==> config.mk <==
export PLATFORM = sky130hd
export DESIGN_NAME = sqrt_combine
export DESIGN_NICKNAME = d
export VERILOG_FILES = /design/src/rtl/sqrt_combine_pkg.sv /design/src/rtl/sqrt_combine_gf16_mul.sv /design/src/rtl/sqrt_combine.sv
export SDC_FILE = /design/constraint.sdc
export NUM_CORES = 2
export LEC_CHECK = 0
export CORE_MARGIN = 4
export CORE_UTILIZATION = 50
export CTS_BUF_LIST = sky130_fd_sc_hd__clkbuf_8
export DETAILED_ROUTE_END_ITERATION = 6
export DONT_BUFFER_PORTS = 1
export GPL_ROUTABILITY_DRIVEN = 0
export MAX_ROUTING_LAYER = met4
export PLACE_DENSITY_LB_ADDON = 0.2
export SLEW_MARGIN = 20
export SYNTH_ARGS = -nofsm -noshare
export SYNTH_HDL_FRONTEND = slang
export SYNTH_SLANG_ARGS = --single-unit
==> constraint.sdc <==
create_clock -name clk -period 94.7 [get_ports clk]
set_input_delay 28.41 -clock clk [delete_from_list [all_inputs] [get_ports clk]]
set_output_delay 28.41 -clock clk [all_outputs]
set_load 0.05 [all_outputs]
==> src/rtl/sqrt_combine_pkg.sv <==
`default_nettype none
// ============================================================================
// Module      : sqrt_combine_pkg
// Description : Shared definitions for the sqrt_combine block: default field
//               and polynomial sizes, FSM state encoding and a helper macro
//               for selecting one coefficient out of a packed polynomial bus.
// Revision    : 1.0 - initial release
// ============================================================================

// Select coefficient k (power of x) of width w from a packed polynomial bus.
`ifndef SC_COEF
`define SC_COEF(bus, k, w) bus[(w)*(k) +: (w)]
`endif

package sqrt_combine_pkg;

    // Default GF(2^16) coefficient width and polynomial length (deg g(x)).
    localparam int          COEF_W_DEF     = 16;
    localparam int          NCOEF_DEF      = 9;
    // Low 16 bits of x^16 + x^5 + x^3 + x + 1.
    localparam logic [15:0] FIELD_POLY_DEF = 16'h002B;

    // Combine sequencer states.
    typedef enum logic [2:0] {
        ST_IDLE = 3'd0,
        ST_LOAD = 3'd1,
        ST_PREP = 3'd2,
        ST_MAC  = 3'd3,
        ST_ADD  = 3'd4,
        ST_DONE = 3'd5
    } state_t;

endpackage
`default_nettype wire

==> src/rtl/sqrt_combine_gf16_mul.sv <==
`default_nettype none
// ============================================================================
// Module      : gf16_mul
// Description : Combinational GF(2^COEF_W) multiplier. Forms the carry-less
//               product of i_a and i_b and reduces it by the field polynomial
//               (x^COEF_W term implicit) using an interleaved shift-and-add.
// Ports       : i_a, i_b - field elements (COEF_W bits)
//               o_p      - i_a * i_b mod FIELD_POLY (COEF_W bits)
// Revision    : 1.0 - initial release
// ============================================================================
module gf16_mul #(
    parameter int                COEF_W     = 16,
    parameter logic [COEF_W-1:0] FIELD_POLY = 16'h002B
) (
    input  logic [COEF_W-1:0] i_a,
    input  logic [COEF_W-1:0] i_b,
    output logic [COEF_W-1:0] o_p
);

    logic [COEF_W-1:0] w_acc;
    logic [COEF_W-1:0] w_sh;

    // w_sh walks through i_a * x^k mod f(x); reducing on every shift keeps the
    // partial product inside COEF_W bits, so no final reduction pass is needed.
    always_comb begin
        w_acc = '0;
        w_sh  = i_a;
        for (int k = 0; k < COEF_W; k++) begin
            if (i_b[k]) begin
                w_acc = w_acc ^ w_sh;
            end
            w_sh = {w_sh[COEF_W-2:0], 1'b0} ^ (w_sh[COEF_W-1] ? FIELD_POLY : '0);
        end
    end

    assign o_p = w_acc;

endmodule
`default_nettype wire

==> src/rtl/sqrt_combine.sv <==
`default_nettype none
// ============================================================================
// Module      : sqrt_combine
// Description : Forms R(x) = T0(x) + S(x)*T1(x) mod g(x), i.e. sqrt(T(x)) mod
//               g(x) for the Patterson decoder. T1(x)*S(x) mod g(x) is built
//               by coefficient-serial Horner evaluation over the coefficients
//               of T1, highest power first: acc <- acc*x + T1[i]*S  (mod g).
//               Each MAC cycle updates one accumulator coefficient using two
//               GF(2^16) multipliers.
// Ports       : clk, rst            - clock, asynchronous active-high reset
//               start               - begin an operation (sampled in IDLE)
//               first_fragment_in   - T0(x), coeff k at [COEF_W*k +: COEF_W]
//               second_fragment_in  - T1(x), same packing
//               sqrtx_in            - S(x) = sqrt(x) mod g(x), same packing
//               goppa_in            - g(x) coeffs 0..NCOEF-1, monic implicit
//               result_out          - R(x), held until the next ADD
//               busy                - high in every state except IDLE
//               combine_done        - one-cycle pulse in DONE
// Revision    : 1.0 - initial release
// ============================================================================
module sqrt_combine
    import sqrt_combine_pkg::*;
#(
    parameter int                COEF_W     = COEF_W_DEF,
    parameter int                NCOEF      = NCOEF_DEF,
    parameter logic [COEF_W-1:0] FIELD_POLY = COEF_W'(FIELD_POLY_DEF)
) (
    input  logic                    clk,
    input  logic                    rst,
    input  logic                    start,
    input  logic [COEF_W*NCOEF-1:0] first_fragment_in,
    input  logic [COEF_W*NCOEF-1:0] second_fragment_in,
    input  logic [COEF_W*NCOEF-1:0] sqrtx_in,
    input  logic [COEF_W*NCOEF-1:0] goppa_in,
    output logic [COEF_W*NCOEF-1:0] result_out,
    output logic                    busy,
    output logic                    combine_done
);

    localparam int M_W   = COEF_W * NCOEF;
    localparam int IDX_W = (NCOEF > 1) ? $clog2(NCOEF) : 1;

    localparam logic [IDX_W-1:0] c_LAST = IDX_W'(NCOEF - 1);
    localparam logic [IDX_W-1:0] c_ONE  = IDX_W'(1);

    // ------------------------------------------------------------------
    // State and operand registers
    // ------------------------------------------------------------------
    state_t            r_state;
    logic [M_W-1:0]    r_t0;
    logic [M_W-1:0]    r_t1;
    logic [M_W-1:0]    r_s;
    logic [M_W-1:0]    r_g;
    logic [M_W-1:0]    r_result;
    logic [COEF_W-1:0] r_acc [NCOEF];
    logic [COEF_W-1:0] r_top;      // acc[NCOEF-1] frozen for the whole *x pass
    logic [COEF_W-1:0] r_t;        // T1[i] for the current Horner step
    logic [IDX_W-1:0]  r_i;        // Horner step (T1 coefficient index)
    logic [IDX_W-1:0]  r_j;        // accumulator coefficient being updated

    // ------------------------------------------------------------------
    // Datapath: per-cycle coefficient selects and the two multipliers
    // ------------------------------------------------------------------
    logic [IDX_W-1:0]  w_jm1;
    logic [COEF_W-1:0] w_acc_prev;
    logic [COEF_W-1:0] w_g_j;
    logic [COEF_W-1:0] w_s_j;
    logic [COEF_W-1:0] w_prod_g;
    logic [COEF_W-1:0] w_prod_s;
    logic [COEF_W-1:0] w_acc_next;

    assign w_jm1 = r_j - c_ONE;
    assign w_g_j = `SC_COEF(r_g, r_j, COEF_W);
    assign w_s_j = `SC_COEF(r_s, r_j, COEF_W);

    // Multiplying acc by x shifts coefficients up one place; j==0 takes a zero.
    // Descending j means acc[j-1] has not yet been overwritten this pass.
    always_comb begin
        w_acc_prev = '0;
        if (r_j != '0) begin
            w_acc_prev = r_acc[w_jm1];
        end
    end

    // The x^NCOEF overflow term folds back as top*g(x) (characteristic 2,
    // so subtraction of g is the same XOR as addition).
    gf16_mul #(
        .COEF_W     (COEF_W),
        .FIELD_POLY (FIELD_POLY)
    ) u_mul_g (
        .i_a (r_top),
        .i_b (w_g_j),
        .o_p (w_prod_g)
    );

    gf16_mul #(
        .COEF_W     (COEF_W),
        .FIELD_POLY (FIELD_POLY)
    ) u_mul_s (
        .i_a (r_t),
        .i_b (w_s_j),
        .o_p (w_prod_s)
    );

    assign w_acc_next = w_acc_prev ^ w_prod_g ^ w_prod_s;

    // ------------------------------------------------------------------
    // Sequencer
    // ------------------------------------------------------------------
    always_ff @(posedge clk or posedge rst) begin
        if (rst) begin
            r_state  <= ST_IDLE;
            r_t0     <= '0;
            r_t1     <= '0;
            r_s      <= '0;
            r_g      <= '0;
            r_result <= '0;
            r_top    <= '0;
            r_t      <= '0;
            r_i      <= '0;
            r_j      <= '0;
            for (int k = 0; k < NCOEF; k++) begin
                r_acc[k] <= '0;
            end
        end else begin
            case (r_state)
                ST_IDLE: begin
                    if (start) begin
                        r_t0    <= first_fragment_in;
                        r_t1    <= second_fragment_in;
                        r_s     <= sqrtx_in;
                        r_g     <= goppa_in;
                        r_state <= ST_LOAD;
                    end
                end

                ST_LOAD: begin
                    for (int k = 0; k < NCOEF; k++) begin
                        r_acc[k] <= '0;
                    end
                    r_i     <= c_LAST;
                    r_state <= ST_PREP;
                end

                ST_PREP: begin
                    r_top   <= r_acc[NCOEF-1];
                    r_t     <= `SC_COEF(r_t1, r_i, COEF_W);
                    r_j     <= c_LAST;
                    r_state <= ST_MAC;
                end

                ST_MAC: begin
                    r_acc[r_j] <= w_acc_next;
                    if (r_j == '0) begin
                        if (r_i == '0) begin
                            r_state <= ST_ADD;
                        end else begin
                            r_i     <= r_i - c_ONE;
                            r_state <= ST_PREP;
                        end
                    end else begin
                        r_j <= w_jm1;
                    end
                end

                ST_ADD: begin
                    for (int k = 0; k < NCOEF; k++) begin
                        r_result[COEF_W*k +: COEF_W] <= r_acc[k] ^ r_t0[COEF_W*k +: COEF_W];
                    end
                    r_state <= ST_DONE;
                end

                ST_DONE: begin
                    r_state <= ST_IDLE;
                end

                default: begin
                    r_state <= ST_IDLE;
                end
            endcase
        end
    end

    // ------------------------------------------------------------------
    // Outputs
    // ------------------------------------------------------------------
    assign result_out   = r_result;
    assign busy         = (r_state != ST_IDLE);
    assign combine_done = (r_state == ST_DONE);

endmodule
`default_nettype wire

==> impl_metrics.py <==
metrics = {
    "setup_path": {
        "critPathCaptureType": "register",
        "cp_data_arrival_time_ps": 32400,
        "cp-start-kind": "input pin",
        "worstSetupPathType": "input pin to register",
        "reg2reg_slack_ps": 88480,
        "required_ps": 95400,
        "critPathMaxFanout": 83,
    },
    "sta": {
        "setup_viol": 0,
        "hold_viol": 0,
        "worst_slew_pin_slew_ps": 1120,
        "fin_crit_sh_pct": 33.5,
        "tns_ps": 0,
        "setup_ws_ps": 63000,
        "fin_skew_ps": 48.7,
        "rsz0062_at_grt": "false",
        "fmax_mhz": 31.5,
        "fin_crit_ps": 31700,
        "slew_violations": 0,
        "max_slew_margin_pct": 24.9,
    },
    "cts": {
        "cts-root-buf": "clkbuf_8",
        "clkTransAtPathRegs_ps": 60,
        "post_cts_resized": 0,
        "cts_tree": "built",
        "cts_hold_buf": 0,
        "clockBufferDepth": 3,
        "cts_sinks": 907,
        "htree_num_levels": 4,
        "clock_latency_ps": 840,
        "cts_made_buffers": 155,
        "postCtsSetupRepairBufs": 0,
    },
    "route": {
        "routed_wirelength_mm": 157,
        "drcViolationCount": 0,
        "ant_nets": 0,
        "drtIter0Drc": 3836,
        "dr.pass1.iters": 6,
        "wire_per_inst_um": 28.1,
        "dr_total_vias": 33700,
        "drt-vias-per-instance": 6.01,
    },
    "grt": {
        "grt_pass1_vias": 33400,
        "gr-total-overflow": 0,
        "grt_antenna_before_repair": 40,
        "grt_start_max_net_pins": 169,
        "grt_use_total_pct": 31.0,
        "grt_pass1_wl_mm": 229,
    },
    "floorplanning": {
        "fp.dieH_um": 320,
        "core_area_mm2": 0.0967,
        "start_util_pct": 50.4,
        "design.die.area_mm2": 0.103,
        "rows": 114,
        "fp.dieW_um": 320,
        "ios": 725,
    },
    "synthesis": {
        "yosys_register_bits": 907,
        "syn_inst": 4249,
        "yosysMostFrequentCell": "dfrtp_1",
        "ys_warn_count": 0,
        "synth_area_mm2": 0.0488,
        "synth.top_cell.area_share_pct": 46.5,
        "syn_area_per_cell_um2": 11.5,
        "synthArstFlopShare_pct": 100,
        "synth.distinct_cells": 76,
        "synth_fp_nets": 4834,
        "synth_common_cells": "907 x dfrtp_1, 576 x mux2_2, 456 x xnor2_1",
        "synth.largest_area_cell": "dfrtp_1",
        "synth_area_leaders": "dfrtp_1 47%, mux2_2 13%, xnor2_1 8.2%",
        "synth_edf_count": 0,
        "yosysSeqAreaShare_pct": 46.5,
        "synth_flop_cell": "dfrtp_1",
    },
    "cells_and_area": {
        "design_area_mm2": 0.0530,
        "fill_cells": 8416,
        "drive_above_1_share_pct": 23.8,
        "nNetsFinal": 4756,
        "synthToLayoutAreaGrowth_pct": 8.60,
        "finish.utilization_pct": 54.8,
    },
    "placed_design": {
        "dp.final_hpwl_mm": 113,
        "place.port_buffers": 0,
        "placed_area_mm2": 0.0496,
        "place_ws_ps": 62240,
    },
    "min_path": {
        "hold_class": "register to register",
    },
    "outcome": {
        "status": "finished, final reports clean",
    },
    "flow_run": {
        "cap_violations": 0,
    },
}
state kept, by name (all words and copies together) (netlist names):
signal      flops
r_t            16
r_j             4
r_i             4
r_top          16
r_t1          144
r_g           144
result_out    144
r_t0          144
r_s           144
r_acc         144
r_state         3
cells by family (layout without fill, tap and decap cells):
group | Yosys count | in the layout | share of synthesized area [%]
XOR/XNOR | 679 | 679 | 15.0
multiplexers | 763 | 763 | 19.4
AND/OR/NAND/NOR | 1037 | 1037 | 9.55
AO/OA/AOI/OAI | 516 | 516 | 6.20
other | 0 | 41 | 0
flip-flops | 907 | 907 | 46.5
buffers and inverters | 341 | 381 | 3.16
adder cells (fa/ha/maj) | 6 | 6 | 0.154
path summary, 6_finish.rpt:
kind / cells after the start / endpoint / start
min: 1 / r_g[138]$_DFFE_PP0P_ / r_g[138]$_DFFE_PP0P_
max reg2reg: 10 / r_acc[34]$_DFFE_PP0P_ / r_j[0]$_DFFE_PP0P_
max in group asynchronous: 3 / r_t0[97]$_DFFE_PP0P_ / rst
max: 5 / r_g[66]$_DFFE_PP0P_ / start
min in group asynchronous: 1 / r_s[93]$_DFFE_PP0P_ / rst
min reg2reg: 1 / r_g[138]$_DFFE_PP0P_ / r_g[138]$_DFFE_PP0P_
through the flow:
stage | cells | hold slack, ps
6_report | 5606 | 502
5_1_grt | 5603 | 508
4_1_cts | 5563 | 500
3_5_place_dp | 5288 | 487
3_3_place_gp | 5288 | 481
2_1_floorplan | 4249 | 472
critical path: stages:
cell and delay [ps]:
and3_4 790, buf_4 770, buf_4 870, buf_4 920, mux2_2 420
final cells by class:
type	instances	area, um2	area share, %
diodes	41	103	0.194
clock buffers	191	2630	4.96
clock inverters	84	563	1.06
inverters	33	131	0.248
multi-input cells	3001	24600	46.5
flip-flops and latches	907	22700	42.9
well taps	1276	1600	3.01
repair buffers	73	619	1.17
layout by cell type, fill, tap and decap left out, types with 12 or more instances in the layout:
cell / count
a21oi_1: 208
a222oi_1: 20
a22oi_1: 23
and2_1: 20
and3_1: 14
buf_4: 66
clkbuf_8: 191
clkinv_2: 12
dfrtp_1: 902
diode_2: 41
inv_1: 86
mux2_2: 576
mux2i_1: 99
mux4_2: 83
nand2_1: 413
nand2b_1: 23
nand3_1: 209
nand4_1: 22
nor2_1: 253
nor2b_1: 14
o21ai_0: 50
o21ai_1: 123
o21ai_2: 28
or4b_1: 19
xnor2_1: 454
xnor3_1: 91
xor2_1: 121
routing by layer:
metal / share of wire (%) / vias up / global-route usage, % / routed length, um
met3: 9.6 / 342 / 8.40 / 15100
li1: - / 14700 / - / -
met1: 40 / 17000 / 40.1 / 62900
met2: 47 / 1650 / 47.7 / 74000
met4: 3.4 / 0 / 10.4 / 5370
met5: 0 / - / - / 0
Power is left out: the tool's default activity adds up to more than one toggle a clock period on the data nets, which glitch-free logic cannot reach.
